<file path="src/rtl/mem_copy_engine.sv">
// Block copy engine: moves len 64-bit words from src to dst over data_bus,
// one word per READ/CAPTURE/WRITE triple, aborting on range or bus faults.
`ifndef INITIAL_PC
`define INITIAL_PC 64'h0000_0000_8000_0000
`endif
`ifndef MEM_END
`define MEM_END 64'h0000_0000_8FFF_FFFF
`endif

module mem_copy_engine #(
  parameter logic [63:0] MEM_START = `INITIAL_PC,
  parameter logic [63:0] MEM_END   = `MEM_END,
  parameter int          LEN_W     = 16
) (
  input  logic             clk,
  input  logic             rst_n,
  input  logic             start,
  input  logic [63:0]      src,
  input  logic [63:0]      dst,
  input  logic [LEN_W-1:0] len,
  output logic             busy,
  output logic             done,
  output logic             err,
  output logic [63:0]      err_addr,
  output logic [LEN_W-1:0] words_done,
  output logic             bus_rw,
  output logic [63:0]      bus_addr,
  output logic [63:0]      bus_write,
  input  logic [63:0]      bus_read,
  input  logic             bus_exception
);

  typedef enum logic [2:0] {
    S_IDLE, S_READ, S_CAPTURE, S_WRITE, S_DONE, S_ERROR
  } state_e;

  state_e           state_q, state_d;
  logic [63:0]      src_q, src_d;
  logic [63:0]      dst_q, dst_d;
  logic [LEN_W-1:0] len_q, len_d;
  logic [LEN_W-1:0] wd_q, wd_d;
  logic [63:0]      wdata_q, wdata_d;
  logic [63:0]      err_addr_q, err_addr_d;

  logic [64:0]      src_last, dst_last;
  logic             src_bad, dst_bad;
  logic [LEN_W-1:0] wd_inc;
  logic [63:0]      rd_addr, wr_addr;

  // 65-bit end addresses: a carry out of bit 63 always exceeds MEM_END.
  assign src_last = {1'b0, src} + {{(65-LEN_W){1'b0}}, len} - 65'd1;
  assign dst_last = {1'b0, dst} + {{(65-LEN_W){1'b0}}, len} - 65'd1;
  assign src_bad  = (src < MEM_START) || (src_last > {1'b0, MEM_END});
  assign dst_bad  = (dst < MEM_START) || (dst_last > {1'b0, MEM_END});

  assign wd_inc  = wd_q + {{(LEN_W-1){1'b0}}, 1'b1};
  assign rd_addr = src_q + {{(64-LEN_W){1'b0}}, wd_q};
  assign wr_addr = dst_q + {{(64-LEN_W){1'b0}}, wd_q};

  always_ff @(posedge clk or negedge rst_n) begin
    if (!rst_n) begin
      state_q    <= S_IDLE;
      src_q      <= '0;
      dst_q      <= '0;
      len_q      <= '0;
      wd_q       <= '0;
      wdata_q    <= '0;
      err_addr_q <= '0;
    end else begin
      state_q    <= state_d;
      src_q      <= src_d;
      dst_q      <= dst_d;
      len_q      <= len_d;
      wd_q       <= wd_d;
      wdata_q    <= wdata_d;
      err_addr_q <= err_addr_d;
    end
  end

  always_comb begin
    state_d    = state_q;
    src_d      = src_q;
    dst_d      = dst_q;
    len_d      = len_q;
    wd_d       = wd_q;
    wdata_d    = wdata_q;
    err_addr_d = err_addr_q;
    unique case (state_q)
      S_IDLE: begin
        if (start) begin
          src_d      = src;
          dst_d      = dst;
          len_d      = len;
          wd_d       = '0;
          err_addr_d = '0;
          if (len == '0) begin
            state_d = S_DONE;
          end else if (src_bad) begin
            state_d    = S_ERROR;
            err_addr_d = src;
          end else if (dst_bad) begin
            state_d    = S_ERROR;
            err_addr_d = dst;
          end else begin
            state_d = S_READ;
          end
        end
      end
      S_READ: state_d = S_CAPTURE;
      S_CAPTURE: begin
        wdata_d = bus_read;
        if (bus_exception) begin
          state_d    = S_ERROR;
          err_addr_d = rd_addr;
        end else begin
          state_d = S_WRITE;
        end
      end
      S_WRITE: begin
        if (bus_exception) begin
          state_d    = S_ERROR;
          err_addr_d = wr_addr;
        end else begin
          wd_d    = wd_inc;
          state_d = (wd_inc == len_q) ? S_DONE : S_READ;
        end
      end
      S_DONE:  state_d = S_IDLE;
      S_ERROR: state_d = S_IDLE;
      default: state_d = S_IDLE;
    endcase
  end

  always_comb begin
    busy     = 1'b0;
    done     = 1'b0;
    err      = 1'b0;
    bus_rw   = 1'b0;
    bus_addr = '0;
    unique case (state_q)
      S_READ, S_CAPTURE: begin
        busy     = 1'b1;
        bus_addr = rd_addr;
      end
      S_WRITE: begin
        busy     = 1'b1;
        bus_rw   = 1'b1;
        bus_addr = wr_addr;
      end
      S_DONE:  done = 1'b1;
      S_ERROR: err  = 1'b1;
      default: ;
    endcase
  end

  assign bus_write  = wdata_q;
  assign err_addr   = err_addr_q;
  assign words_done = wd_q;

endmodule
</file>
<file path="config.mk">
export PLATFORM = sky130hd
export DESIGN_NAME = mem_copy_engine
export DESIGN_NICKNAME = d
export VERILOG_FILES = /design/src/rtl/mem_copy_engine.sv
export SDC_FILE = /design/constraint.sdc
export NUM_CORES = 1
export LEC_CHECK = 0
export CORE_UTILIZATION = 36
export CTS_BUF_LIST = sky130_fd_sc_hd__clkbuf_2
export DETAILED_ROUTE_END_ITERATION = 12
export GPL_TIMING_DRIVEN = 0
export PLACE_DENSITY = 0.55
export SKIP_CTS_REPAIR_TIMING = 1
export SLEW_MARGIN = 5
export SYNTH_ARGS = -nofsm -noshare
export SYNTH_HDL_FRONTEND = slang
export SYNTH_SLANG_ARGS = --single-unit
</file>
<file path="constraint.sdc">
create_clock -name clk -period 7.9 [get_ports clk]
set_input_delay 1.58 -clock clk [delete_from_list [all_inputs] [get_ports clk]]
set_output_delay 1.58 -clock clk [all_outputs]
set_load 0.01 [all_outputs]
</file>
==> results.txt, run 1 <==
Outcome - finished, violations left
Failing checks - design-rule violations
Worst stage delay on the critical path - 0.83 ns
I/O Buffers - 422
Largest net degree at the start of global routing - 106
Number of cell rows - 100
Max-slew violations - 0
Vias in the first global route - 29110
Num CTS Buffers - 87
Required time of the critical path - 6.32 ns
Filler cell count in the final layout - 7836
Yosys warns - 0
Worst vdd ir - 0.1729 mV
Worst reg2reg path startpoint - words_done[0]$_DFFE_PN0P_
Critical Path Slowest Stage Cell - o2111ai_1
Synth cell types - 105
Initial antenna violation count - 10
Die W - 277.5 um
Clk_skew - 0.1956 ns
Final nets - 4642
Post-synthesis instance total - 3680
Dpl hpwl - 112200 um
Grt ovf - 0
Worst Setup EP - bus_addr[40]
DRC - 1
Worst-Margin Slew - 1.336 ns
Critical Path AT - 6.13 ns
CP most frequent cell - o21ai_0
CP top delay family - compound AO/OA/AOI/OAI gates
Clock Sinks - 291
Reg2reg end - err_addr[56]$_DFFE_PN0P_
Hold_ws - 0.4118 ns
Die H - 277.5 um
Antenna Nets Post-Route - 0
Core Region - 74820 um^2
Relative slew slack - 10.25%
Commonest non-fill, non-tap cell in the layout - nand2_1
Crit path launch - words_done[0]$_DFFE_PN0P_
DRT Pass-1 Iters - 11
Yosys reg bits - 291
Initial Util - 36.51%
Multi-input gate area - 18410 um^2
WP depth - 11
Ranking of synthesized cells by area - dfrtp_1 (27%), ha_1 (11%), nand2_1 (8.8%)
Clock-pin slew on the worst setup and hold paths - 0.11 ns
Avg Cell Area, Syn - 7.423 um^2
RSZ-0062 raised after global routing - false
Vias - 31220
Die area - 76990 um^2
Clk root buf - clkbuf_2
MaxCap Viol Count - 0
Ports - 424
Synthesis-to-finish area growth - 23.28%
Crit Path Category - reg -> out
Reg2reg path depth - 14
Clock tree buffer depth - 3
Number of vias per cell - 5.960
Period utilisation layout - 97.58%
Clock H-tree levels - 3
Post-layout min period - 7.709 ns
CP endpoint kind - output pin
R2R setup slack - 2.73 ns
Total wire length - 135700 um
Wire length per cell - 25.91 um
CTS tree - yes
Biggest area consumer among synthesized cells - dfrtp_1
Fmax - 129.7 MHz
Async set or reset register ratio after synthesis - 100.0%
Number of synthesized flops with an enable pin - 0
Total global routing track utilization - 34.00%
Worst Path Buf+Inv - 1
CP Launch Type - register
Sequential cell area fraction in the yosys report - 26.66%
Primary FF master, synth - dfrtp_1
Leakage - 14.60 nW
Placer Congestion - 1.022
Layout cell share with drive strength beyond 1 - 5.092%
Synth top area share - 26.66%
Final Hold Viols - 0
Crit path cell chain - ha_1 -> fa_1 -> a21o_1 -> a21oi_1 -> o21ai_0 -> a41oi_1 -> o21ai_1 -> o2111ai_1 -> xor2_1 -> o21ai_0 -> clkdlybuf4s50_1
Mapped Nets - 4128
Hold Path Class - in -> async
Drt initial violations - 3388
Crit Path Max Fanout - 9
Worst skew pair latency - 1.22 ns
Pwr dens - 288.5 nW/um^2
Total chip power - 9.714 mW
Cell area after synthesis - 27320 um^2
Commonest non-fill, non-tap cells in the layout - nand2_1 (641), clkdlybuf4s50_1 (421), o21ai_0 (377)
FF/Latch Area - 7282 um^2
Global-route wire length before repair - 194200 um
Final setup viols - 0
==> worst min-delay path by stage <==
stage | endpoint | slack (ns)
floorplan | dst_q[0]$_DFFE_PN0P_ | 0.45
detailed placement | bus_write[2]$_DFFE_PN0P_ | 0.46
CTS | words_done[11]$_DFFE_PN0P_ | 0.39
global route | words_done[11]$_DFFE_PN0P_ | 0.48
global placement | bus_write[42]$_DFFE_PN0P_ | 0.46
finish | words_done[11]$_DFFE_PN0P_ | 0.41
==> logic make-up after synthesis <==
| kind of cell | share of synthesized area [%] |
|---|---|
| muxes | 0.6000 |
| AOI/OAI and AO/OA | 24.79 |
| xor gates and xnor gates | 5.611 |
| and+or+nand+nor | 25.37 |
| buffers and inverters | 6.060 |
| adders and majority gates | 10.92 |
| DFF | 26.66 |
==> report_power, final <==
group / leakage, nW / total [mW] / switching [mW] / internal, mW
Clock: 0.605 / 1.25 / 0.781 / 0.472
Combinational: 10.4 / 5.56 / 3.38 / 2.18
Sequential: 3.55 / 2.90 / 0.723 / 2.18
Total: 14.6 / 9.71 / 4.88 / 4.83
==> Yosys cell counts, drive strengths merged, types with 17 or more instances <==
library cell and number:
and3 50, a21o 47, clkbuf 107, or3 17
nand3 85, o211ai 25, a211oi 53, o2111ai 17
nor4 70, inv 279, a221oi 27, dfrtp 291
xnor2 104, nand4 52, o31ai 21, xor2 71
nand2b 49, buf 38, o22ai 46, ha 232
a21oi 243, o21ai 395, o21bai 21, nor3 69
nor2 247, o21a 30, and2 25, nand2 641
nor2b 54, a31oi 33
==> flip-flops by register name (all words and copies together) (netlist names) <==
signal and flops:
bus_write 64, words_done 16, dst_q 64, len_q 16
state_q 3, err_addr 64, src_q 64
==> area by class of cell <==
cell class	instances	area share, %
Antenna cell	8	0.05945
Buffer	145	1.806
Clock buffer	124	1.843
Clock inverter	33	0.5536
Inverter	279	3.110
Multi-Input combinational cell	2965	54.66
Sequential cell	291	21.62
Tap cell	969	3.600
Timing Repair Buffer	425	12.74
==> through the flow <==
step / setup TNS [ns] / std cells / util, % / area (um^2) / worst slack, ns
floorplan: 0 / 3680 / - / 27320 / 2.492
global placement: -2450.16 / 5071 / 43.78 / 32750 / -8.456
detailed placement: 0 / 5074 / 43.87 / 32830 / 0.4840
CTS: -1.568 / 5231 / 44.95 / 33630 / -0.2410
global route: 0 / 5232 / 44.98 / 33660 / 0.1101
finish: 0 / 5239 / 45.01 / 33680 / 0.1912
==> worst reg2reg max path: stages, from the launching register on <==
cell	delay, ns
dfrtp_1	0.53
ha_1	0.30
fa_1	0.42
a21o_1	0.21
a21oi_1	0.28
o21ai_0	0.19
a41oi_1	0.37
o21ai_1	0.27
o2111ai_1	0.83
nor2_1	0.12
xnor2_1	0.50
and2_1	0.21
a211oi_1	0.06
nor3_1	0.51
a221oi_1	0.19
==> routing by layer <==
metal / wire, um / GRT usage, %
met5: 21 / 0
met4: 6100 / 14.49
met3: 14680 / 8.903
met2: 57880 / 51.54
met1: 57050 / 45.36
Note: power is estimated with default switching activity, not from simulation.
==> run 2: changes to the inputs <==
--- a/config.mk
+++ b/config.mk
@@ -11,4 +11,5 @@
 export GPL_TIMING_DRIVEN = 0
 export PLACE_DENSITY = 0.55
+export REMOVE_ABC_BUFFERS = 1
 export SKIP_CTS_REPAIR_TIMING = 1
 export SLEW_MARGIN = 5
==> constraint.sdc (replaced) <==
create_clock -name clk -period 7.9 [get_ports clk]
set_input_delay 0.79 -clock clk [delete_from_list [all_inputs] [get_ports clk]]
set_output_delay 0.79 -clock clk [all_outputs]
set_load 0.01 [all_outputs]
==> run 2 against run 1 <==
Compared with the run above:
- combinational power fell by 4.3%
- worst hold slack got worse by 0.34 ns
- register-to-register slack got worse by 0.17 ns
- the flow still finishes with violations (design-rule violations)
- power fell by 3.7%
- sequential power fell by 2%
- clock skew fell by 0.057 ns
- largest cell class unchanged
- final cell count fell by 2.6%
- wire length fell by 9.9%
- clock power fell by 5%
==> results.txt, run 2 (synthesized netlist as in run 1, its figures left out) <==
Outcome - finished, violations left
Failing checks - design-rule violations
Filler cell count in the final layout - 7862
Hold Path Class - in -> async
Global-route wire length before repair - 180800 um
Final setup viols - 0
Fmax - 136.5 MHz
Antenna Nets Post-Route - 0
Layout cell share with drive strength beyond 1 - 5.230%
DR WL met3 - 9117 um
Setup WS pre-CTS - 0.6742 ns
Ports - 424
Synthesis-to-finish area growth - 22.70%
Initial Util - 36.51%
Total global routing track utilization - 30.98%
Post-layout min period - 7.324 ns
Total wire length - 122300 um
Commonest non-fill, non-tap cells in the layout - nand2_1 (638), clkdlybuf4s50_1 (422), o21ai_0 (379)
Crit path launch - words_done[0]$_DFFE_PN0P_
Crit path cell chain - ha_1 -> fa_1 -> a21o_1 -> a21oi_1 -> o21bai_1 -> a2111oi_1 -> nor3_1 -> o211ai_1 -> xor2_1 -> o21ai_0 -> clkdlybuf4s50_1
MaxCap Viol Count - 0
Number of cell rows - 100
Wire length per cell - 23.95 um
Clk_skew - 0.1387 ns
Final nets - 4521
RSZ-0062 raised after global routing - false
Vias - 29660
Number of vias per cell - 5.812
Pwr dens - 279.1 nW/um^2
Leakage - 14.51 nW
Period utilisation layout - 92.70%
Worst vdd ir - 0.1786 mV
Critical Path AT - 6.53 ns
Placer Congestion - 0.9954
Highest metal used - met5
Core Region - 74820 um^2
Commonest non-fill, non-tap cell in the layout - nand2_1
Sw Pwr - 4.499 mW
Die area - 76990 um^2
Final core occ - 44.80%
Worst Path Buf+Inv - 1
Initial antenna violation count - 6
Clock H-tree levels - 3
DRC - 1
Worst-Margin Slew - 1.313 ns
I/O Buffers - 423
Crit Path Max Fanout - 9
Max-slew violations - 0
Clock tree buffer depth - 3
Drt initial violations - 2861
Vias in the first global route - 27950
CTS tree - yes
DRT Pass-1 Iters - 11
Crit Path Category - reg -> out
Required time of the critical path - 7.11 ns
CP Launch Type - register
Post-route setup slack - 0.5764 ns
Dpl hpwl - 99210 um
Relative slew slack - 12.29%
Die H - 277.5 um
Part of the power in registers - 30.3%
Sw frac - 48.09%
Clock-pin slew on the worst setup and hold paths - 0.11 ns
Clock Sinks - 291
Clk root buf - clkbuf_2
Clock share of power - 12.8%
Worst stage delay on the critical path - 0.95 ns
Final Hold Viols - 0
Worst skew pair latency - 1.21 ns
Gate power share - 56.9%
Worst reg2reg path startpoint - words_done[0]$_DFFE_PN0P_
Die W - 277.5 um
M1 WL - 54440 um
WL met2 - 55090 um
Grt ovf - 0
Num CTS Buffers - 89
Pint - 4.856 mW
CP endpoint kind - output pin
Largest net degree at the start of global routing - 106
CP top delay family - compound AO/OA/AOI/OAI gates
Critical Path Slowest Stage Cell - a2111oi_1
==> run 2: cell types whose count changed in the layout (fill, tap and decap cells not counted), sizes merged <==
| cell | before | now |
|---|---|---|
| clkinv | 27 | 22 |
| clkdlybuf4s50 | 421 | 422 |
| inv | 284 | 283 |
| buf | 42 | 24 |
| clkinvlp | 0 | 2 |
| dlygate4sd3 | 0 | 1 |
| clkbuf | 231 | 120 |
| bufinv | 1 | 0 |
| diode | 8 | 5 |
==> run 2: final timing paths <==
kind | to | slack, ns | cells after the start
worst min register to register | bus_write[41]$_DFFE_PN0P_ | 0.47 | 2
max in group asynchronous | dst_q[44]$_DFFE_PN0P_ | 5.99 | 5
worst min-delay path | err_addr[5]$_DFFE_PN0P_ | 0.07 | 2
worst max register to register | err_addr[56]$_DFFE_PN0P_ | 2.56 | 14
worst max-delay path | bus_addr[30] | 0.58 | 11
min in group clk | bus_write[42]$_DFFE_PN0P_ | 0.11 | 3
==> run 2: power groups by stage <==
stage	sequential, mW	combinational, mW	clock (mW)
2_1_floorplan	2.81	2.69	0
3_3_place_gp	2.86	5.23	0
3_5_place_dp	2.85	5.25	0
4_1_cts	2.83	5.28	1.23
5_1_grt	2.92	5.76	1.30
6_report	2.84	5.32	1.19
==> run 2: metrics by stage <==
step | area (um^2) | power, mW | instances | setup TNS [ns] | hold slack (ns)
after global placement | 32160 | 8.097 | 4927 | -2684.13 | 0.4580
after floorplan | 26710 | 5.499 | 3535 | 0 | 0.4538
final | 33520 | 9.355 | 5104 | 0 | 0.06974
after detailed placement | 32740 | 8.105 | 4950 | 0 | 0.4609
after CTS | 33480 | 9.344 | 5098 | 0 | -0.6550
after global routing | 33520 | 9.979 | 5103 | 0 | 0.01193
==> run 2: final cells by class <==
cell class | count | area, um^2 | share of cell area (%)
Multi-Input combinational cell | 2965 | 18470 | 55.09
Inverter | 279 | 1047 | 3.124
Antenna cell | 5 | 12.51 | 0.03733
Clock buffer | 120 | 600.6 | 1.792
Clock inverter | 28 | 145.1 | 0.4330
Timing Repair Buffer | 447 | 4752 | 14.18
Tap cell | 969 | 1212 | 3.617
Sequential cell | 291 | 7282 | 21.73
==> run 2: metal layers <==
| metal | GRT usage (%) | vias to the layer above |
|---|---|---|
| li1 | - | 13960 |
| met2 | 49.52 | 1311 |
| met1 | 42.54 | 14210 |
| met5 | 0 | - |
| met4 | 9.202 | 2 |
| met3 | 5.214 | 181 |
